$ cat src/rtl/l2_pmem_line_adaptor.sv
// L2 physical-memory side adaptor: turns 256-bit line reads/writes into
// 4-beat 64-bit bursts, assembling read beats and serializing write lines.
module l2_pmem_line_adaptor #(
  parameter int unsigned s_line    = 256,
  parameter int unsigned s_burst   = 64,
  parameter int unsigned num_beats = s_line / s_burst
) (
  input  logic               clk,
  input  logic               rst,
  input  logic [s_line-1:0]  line_i,
  output logic [s_line-1:0]  line_o,
  input  logic [31:0]        address_i,
  input  logic               read_i,
  input  logic               write_i,
  output logic               resp_o,
  input  logic [s_burst-1:0] burst_i,
  output logic [s_burst-1:0] burst_o,
  output logic [31:0]        address_o,
  output logic               read_o,
  output logic               write_o,
  input  logic               resp_i
);

  localparam int unsigned cw = (num_beats > 1) ? $clog2(num_beats) : 1;
  localparam int unsigned bw = $clog2(s_burst);
  localparam logic [cw-1:0] last_beat = cw'(num_beats - 1);

  typedef enum logic [1:0] {IDLE, RD, WR, DONE} state_t;

  state_t              state;
  logic [cw-1:0]       cnt;
  logic [s_line-1:0]   buffer;
  logic [s_line-1:0]   rd_line;
  logic [cw+bw-1:0]    beat_base;

  assign beat_base = {cnt, {bw{1'b0}}};
  assign burst_o   = buffer[beat_base +: s_burst];

  // Buffer with the current read beat merged in, so line_o can be loaded
  // with the complete line on the same edge that captures the last beat.
  always_comb begin
    rd_line = buffer;
    rd_line[beat_base +: s_burst] = burst_i;
  end

  always_ff @(posedge clk or posedge rst) begin
    if (rst) begin
      state     <= IDLE;
      cnt       <= '0;
      buffer    <= '0;
      line_o    <= '0;
      address_o <= '0;
      read_o    <= 1'b0;
      write_o   <= 1'b0;
      resp_o    <= 1'b0;
    end else begin
      case (state)
        IDLE: begin
          resp_o <= 1'b0;
          if (read_i) begin
            address_o <= {address_i[31:5], 5'b0};
            read_o    <= 1'b1;
            state     <= RD;
          end else if (write_i) begin
            address_o <= {address_i[31:5], 5'b0};
            buffer    <= line_i;
            write_o   <= 1'b1;
            state     <= WR;
          end
        end
        RD: begin
          if (resp_i) begin
            buffer <= rd_line;
            cnt    <= cnt + 1'b1;
            if (cnt == last_beat) begin
              line_o <= rd_line;
              read_o <= 1'b0;
              resp_o <= 1'b1;
              state  <= DONE;
            end
          end
        end
        WR: begin
          if (resp_i) begin
            cnt <= cnt + 1'b1;
            if (cnt == last_beat) begin
              write_o <= 1'b0;
              resp_o  <= 1'b1;
              state   <= DONE;
            end
          end
        end
        DONE: begin
          resp_o <= 1'b0;
          state  <= IDLE;
        end
        default: state <= IDLE;
      endcase
    end
  end

endmodule
$ cat config.mk
export PLATFORM = sky130hd
export DESIGN_NAME = l2_pmem_line_adaptor
export DESIGN_NICKNAME = d
export VERILOG_FILES = /design/src/rtl/l2_pmem_line_adaptor.sv
export SDC_FILE = /design/constraint.sdc
export NUM_CORES = 1
export LEC_CHECK = 0
export BUFFER_PORTS_ARGS = -buffer_cell sky130_fd_sc_hd__buf_2
export CAP_MARGIN = 20
export CORE_AREA = 5 5 278 280
export CTS_BUF_LIST = sky130_fd_sc_hd__clkbuf_8
export DETAILED_ROUTE_END_ITERATION = 7
export DIE_AREA = 0 0 283 285
export SLEW_MARGIN = 5
export SYNTH_ARGS = -nofsm -noshare
export SYNTH_HDL_FRONTEND = slang
export SYNTH_SLANG_ARGS = --single-unit
$ cat constraint.sdc
create_clock -name clk -period 48.1 [get_ports clk]
set_input_delay 2.405 -clock clk [delete_from_list [all_inputs] [get_ports clk]]
set_output_delay 2.405 -clock clk [all_outputs]
set_load 0.02 [all_outputs]
==> summary.txt, run 1 <==
Outcome
  • Status: finished, final reports clean

Synthesis
  • Sequential area share after synthesis: roughly half
  • Post-Synth Adder-Cell Area: 0.409%
  • Ys async rst share: between 90% and 100%
  • Mux contribution to synthesized area: 6.46%
  • Post-Synth Simple-Gate Area: a little over a tenth
  • Syn Inst Count: 2,747
  • Synth Flop Type: dfrtp_1
  • Post-synthesis compound-gate area fraction: 27.9%
  • Yosys warnings: 0
  • EDFF count, synth: 0
  • Post-synthesis sequential element count: about 550
  • Largest family of logic cells by synthesized area: compound AO/OA/AOI/OAI gates
  • Synth cell types: 56
  • Area of the mapped netlist: 0.0275 mm^2
  • Post-Synth XOR/XNOR Area: less than 1%
  • Synth Area per Inst: 10.0 um^2

CTS
  • Clock-pin slew of the registers on the worst-case setup and hold paths: 0.06 ns
  • Postcts setup bufs: 0
  • CTS Buf Count: 100
  • Clk buf depth: 3
  • H-Tree Depth: 3
  • Clk sink count: roughly 550
  • Post-CTS resize count: 0
  • Cts hold-fix bufs: 0
  • CTS tree: yes
  • Root buffer cell: clkbuf_8
  • Clock Latency Late Sink: 0.71 ns

Critical path
  • Setup crit start: cnt[1]
  • CP Max Fanout: 45
  • Critical path type: flip-flop to output port
  • Arr. time, crit path: around 3.0 ns
  • WP data required: 45.69 ns
  • CP endpoint kind: output port
  • Crit path largest cell delay: roughly 0.85 ns
  • CP max stage cell: buf_4
  • Depth of the most critical reg-to-reg path: 8
  • Reg-to-reg critical path startpoint: state[1]
  • Crit-path cells: buf_4 > mux4_2 > buf_2
  • Crit path launch type: flip-flop
  • Worst setup endpoint: burst_o[8]
  • Worst R2R End: buffer[171]
  • R2r setup slk: between 40 and 50 ns

STA
  • Final worst slack: 42.68 ns
  • Final Cycle Share: 11.3%
  • Worst-margin pin slew: 1.17 ns
  • Slew Limit Fails: 0
  • Final setup violation count: 0
  • Setup TNS: 0 ns
  • Slew HR: 21.9%
  • Minimum clock period: between 5 and 6 ns
  • Worst Skew: 0.0462 ns
  • Unrepaired setup endpoints after global routing: no
  • Fin. Hold Viols: 0
  • Max frequency: around 180 MHz

Detailed routing
  • Routed Antenna Nets: 0
  • Routed WL: between 100,000 and 150,000 um
  • Detailed-route DRC error count: 0
  • Vias per Instance: 5.74
  • Drt wl/cell: 26.2 um
  • Pre-Repair DR Iteration Count: 6
  • Vias: 25,100
  • Iter 0 DRT Violations: 2,112

Die
  • Die extent in y: 285 um
  • Initial Util: a little under two fifths
  • I/O Pins: roughly 710
  • Die area: 0.0807 mm^2
  • Core area: approximately 0.074 mm^2
  • Die X: 283 um
  • Num rows: 100

Global routing
  • Initial antenna violation count: 26
  • Vias in the first global route: 25,200
  • GRT Overall Usage: 27.3%
  • Largest net degree at the start of global routing: 208
  • Total gr overflow: 0
  • First-pass GRT wire length: 169,000 um

Finish
  • Area delta synth->final: 22.2%
  • Layout cells sized above 1: 29.9%
  • Layout Nets: 3,681

Flow run
  • Max-cap viol count: 0

Placed design
  • DPL Wire Length: 72,700 um
  • Port Buf Inserts: ~700
  • GP Congestion: just over 0.8
  • Post-placement setup slack: 42.56 ns

Pwr
  • Power consumption: 2.63 mW
  • Leakage: 16.2 nW
  • Cell Pwr Density: 78.2 mW/mm^2
  • Max IR drop VDD: roughly 0.054 mV

Worst hold path
  • Hold crit path type: flip-flop to flip-flop
flip-flops by register name, indices dropped and copies added, names as in the netlist:
signal     cells
buffer       256
cnt            2
resp_o         1
read_o         1
write_o        1
state          2
line_o       256
address_o     27
routing by layer:
metal | GRT usage (%) | wire length, um | up-vias
li1 | - | - | 11300
met1 | 34.9 | 45900 | 12400
met2 | 45.4 | 55600 | 1117
met3 | 6.21 | 9110 | 237
met4 | 10.6 | 4120 | 14
met5 | 0 | 92 | -
layout make-up:
class	instances	area (um^2)
fill	7187	40500
sequential	546	13700
multi-input combinational	1913	12700
timing repair buffer	744	3860
clock buffer	128	1760
tap	969	1210
clock inverter	50	318
inverter	10	51.3
antenna	20	50.0
power by group:
part | total [mW] | internal (mW) | switching, mW
clock | 0.467 | 0.255 | 0.212
combinational | 1.35 | 0.481 | 0.870
sequential | 0.814 | 0.662 | 0.152
total | 2.63 | 1.40 | 1.23
logic make-up after synthesis:
| family | count (synthesis) |
|---|---|
| AO/OA/AOI/OAI | 1146 |
| AND/OR/NAND/NOR | 658 |
| flip-flops | 546 |
| buffers and inverters | 292 |
| multiplexers | 94 |
| adder cells (fa/ha/maj) | 9 |
| other | 1 |
| XOR/XNOR | 1 |
cell usage in the layout (no fill, tap or decap), drive strengths merged, types with 3 or more instances in the layout:
cell and instances:
a21oi 83, diode 20, and2 4, conb 5, nand3 5, bufinv 3
ha 9, mux2 29, buf 744, nor3b 3, and3 78, o21ai 353
a22o 20, o31a 55, and3b 3, nor3 3, o21a 110, o32a 55
inv 45, nor2b 89, o2bb2ai 21, nor2 93, nand2 371, a21o 86
clkinv 11, a211oi 86, a22oi 180, mux4 64, clkbuf 128, a31oi 87
dfrtp 546
critical path: cells and delay by family, from the launching register on:
kind / cells / cell delay [ns]
buffers and inverters: 2 / 1.04
flip-flops: 1 / 0.76
multiplexers: 1 / 0.47
per-stage QoR:
step | area (um^2) | utilization, % | hold WS (ns) | cells
after floorplan | 27500 | - | 0.458 | 2751
after global placement | 31500 | 42.5 | 0.456 | 4182
after detailed placement | 31500 | 42.5 | 0.465 | 4182
after CTS | 33600 | 45.3 | 0.477 | 4360
after global routing | 33600 | 45.3 | 0.491 | 4371
final | 33600 | 45.4 | 0.470 | 4380
synthesized netlist by cell type, drive strengths merged (2+ instances only):
| master | number | area (um^2) |
|---|---|---|
| dfrtp | 546 | 13700 |
| nand2 | 371 | 1390 |
| o21ai | 353 | 1770 |
| a22oi | 180 | 1350 |
| clkbuf | 167 | 628 |
| buf | 115 | 608 |
| o21a | 110 | 826 |
| nor2 | 93 | 349 |
| nor2b | 89 | 557 |
| a31oi | 87 | 544 |
| a211oi | 86 | 646 |
| a21o | 86 | 646 |
| a21oi | 83 | 415 |
| and3 | 78 | 488 |
| mux4 | 64 | 1440 |
| o31a | 55 | 482 |
| o32a | 55 | 551 |
| mux2 | 29 | 327 |
| o2bb2ai | 21 | 190 |
| a22o | 20 | 175 |
| ha | 9 | 113 |
| inv | 9 | 33.8 |
| nand3 | 5 | 30.0 |
| and2 | 4 | 25.0 |
| and3b | 3 | 26.3 |
| nor3 | 3 | 15.0 |
| nor3b | 3 | 22.5 |
| nand2b | 2 | 12.5 |
| o22a | 2 | 17.5 |
| o22ai | 2 | 26.3 |
| or3b | 2 | 17.5 |
worst min path at each step:
stage | startpoint | end | slack, ns | cells after the start
after floorplan | buffer[255] | buffer[255] | 0.46 | 2
after global placement | line_o[102] | line_o[102] | 0.46 | 2
after detailed placement | line_o[63] | line_o[63] | 0.46 | 2
after CTS | line_o[41] | line_o[41] | 0.48 | 2
after global routing | line_o[51] | line_o[51] | 0.49 | 2
final | line_o[107] | line_o[107] | 0.47 | 2
No activity file was read; power rests on OpenSTA's default activity.
==> run 2, diff against run 1 <==
- CORE_AREA: 5 5 278 280 -> 5 5 274 276
- DIE_AREA: 0 0 283 285 -> 0 0 279 281
- clock period: 48.1 -> 5.6 ns (I/O delays scaled with it)
==> summary.txt, run 2 (synthesized netlist as in run 1, its figures left out) <==
Outcome
  • Status: finished, final reports clean

Placed design
  • GP Congestion: 0.848
  • Port Buf Inserts: 701
  • DPL Wire Length: 72,000 um
  • Dpl cells: 4,172
  • Placed inst area: 0.0316 mm^2

STA
  • Final setup violation count: 0
  • Unrepaired setup endpoints after global routing: no
  • Final Cycle Share: between 70 and 80%
  • Max frequency: around 240 MHz
  • Worst Skew: 0.0462 ns
  • Fin. Hold Viols: 0
  • Worst-margin pin slew: 1.14 ns
  • Slew HR: 24.1%
  • Minimum clock period: approximately 4.2 ns
  • Slew Limit Fails: 0

Finish
  • Most common cell after layout, fill and taps aside: buf_2
  • Most frequent cells in the layout: buf_2, dfrtp_1, dlygate4sd3_1, nand2_1, o21ai_0
  • Final instance area: between 0.03 and 0.04 mm^2
  • Layout cells sized above 1: roughly a quarter
  • Largest regs: buffer: 256 flops, line_o: 256 flops, address_o: 27 flops
  • Layout Nets: 4,100
  • Fin cells: 4,776
  • Area delta synth->final: 37.4%

Die
  • Num rows: 99
  • Die extent in y: 281 um
  • Die area: 0.0784 mm^2
  • I/O Pins: between 700 and 800
  • Core area: 0.0723 mm^2
  • Die X: 279 um
  • Initial Util: 38.1%

Global routing
  • Vias in the first global route: between 20,000 and 30,000
  • Largest net degree at the start of global routing: approximately 200
  • First-pass GRT wire length: 176,000 um
  • Initial antenna violation count: 9
  • Total gr overflow: 0
  • GRT Overall Usage: 28.9%

Pwr
  • Leakage: 17.9 nW
  • Cell Pwr Density: 605 mW/mm^2
  • Max IR drop VDD: 0.425 mV

Critical path
  • Crit path launch type: flip-flop
  • WP data required: 6.20 ns
  • Arr. time, crit path: 4.78 ns
  • CP endpoint kind: flip-flop
  • Critical path type: flip-flop to flip-flop
  • CP Max Fanout: 70

Detailed routing
  • Vias per Instance: ~5.7
  • Drt wl/cell: 24.6 um
  • Iter 0 DRT Violations: 2,373
  • Routed WL: 118,000 um
  • Detailed-route DRC error count: 0
  • Vias: about 27,000
  • Routed Antenna Nets: 0
  • Pre-Repair DR Iteration Count: 6

CTS
  • CTS Buf Count: 99
  • Postcts setup bufs: 0
  • Root buffer cell: clkbuf_8
  • Clock-pin slew of the registers on the worst-case setup and hold paths: about 0.06 ns
  • Clk sink count: 546
  • Clock Latency Late Sink: 0.72 ns
  • H-Tree Depth: 3
  • Clk buf depth: 3
  • Post-CTS resize count: 0
  • CTS tree: yes
  • Cts hold-fix bufs: about 420

Worst hold path
  • Hold crit path type: primary input to flip-flop

Flow run
  • Max-cap viol count: 0
-- run 2: metal layers --
layer / GRT usage (%) / part of all wire [%]
met1: 36.6 / 39
met2: 47.2 / 47
met3: 6.57 / 8.3
met4: 13.8 / 5.0
met5: 0 / 0
-- run 2: path summary, 6_finish.rpt --
| kind | start | to | slack, ns | cells past startpoint |
|---|---|---|---|---|
| max | cnt[0] | buffer[191] | 1.42 | 8 |
| min | line_i[43] | buffer[43] | 0.09 | 4 |
| max reg2reg | cnt[0] | buffer[191] | 1.42 | 8 |
| min reg2reg | line_o[105] | line_o[105] | 0.47 | 2 |
| max in group asynchronous | rst | buffer[147] | 3.84 | 5 |
| min in group asynchronous | rst | line_o[117] | 0.20 | 3 |
-- run 2: layout make-up --
| cell class | count | area, um^2 |
|---|---|---|
| Antenna cell | 10 | 25.0 |
| Multi-Input combinational cell | 1913 | 12700 |
| Timing Repair Buffer | 1164 | 8150 |
| Clock buffer | 123 | 1690 |
| Tap cell | 959 | 1200 |
| Fill cell | 6559 | 34500 |
| Inverter | 10 | 47.5 |
| Sequential cell | 546 | 13700 |
| Clock inverter | 51 | 312 |
-- run 2: per-stage QoR --
step	power [mW]	worst slack [ns]	TNS [ns]	util, %	hold WS [ns]
final	22.9	1.42	0	52.3	0.0851
after global routing	24.2	1.23	0	52.3	0.0441
after CTS	22.9	1.41	0	52.2	0.00669
after detailed placement	18.5	1.90	0	43.7	0.373
after global placement	18.4	1.89	0	43.6	0.369
after floorplan	14.3	-2.11	-1150.91	-	0.426
-- run 2: worst max-delay path: stages, from the launching register on --
cell           delay, ns
dfrtp_4             0.97
inv_1               0.25
ha_4                0.48
nor2_4              0.20
buf_4               0.75
nand2_1             0.44
a2bb2oi_1           0.24
dlygate4sd3_1       0.58
o21ai_0             0.15
-- run 2: power by group --
group	internal (mW)	switching [mW]
sequential	5.69	1.37
clock	2.07	1.81
combinational	4.48	7.47
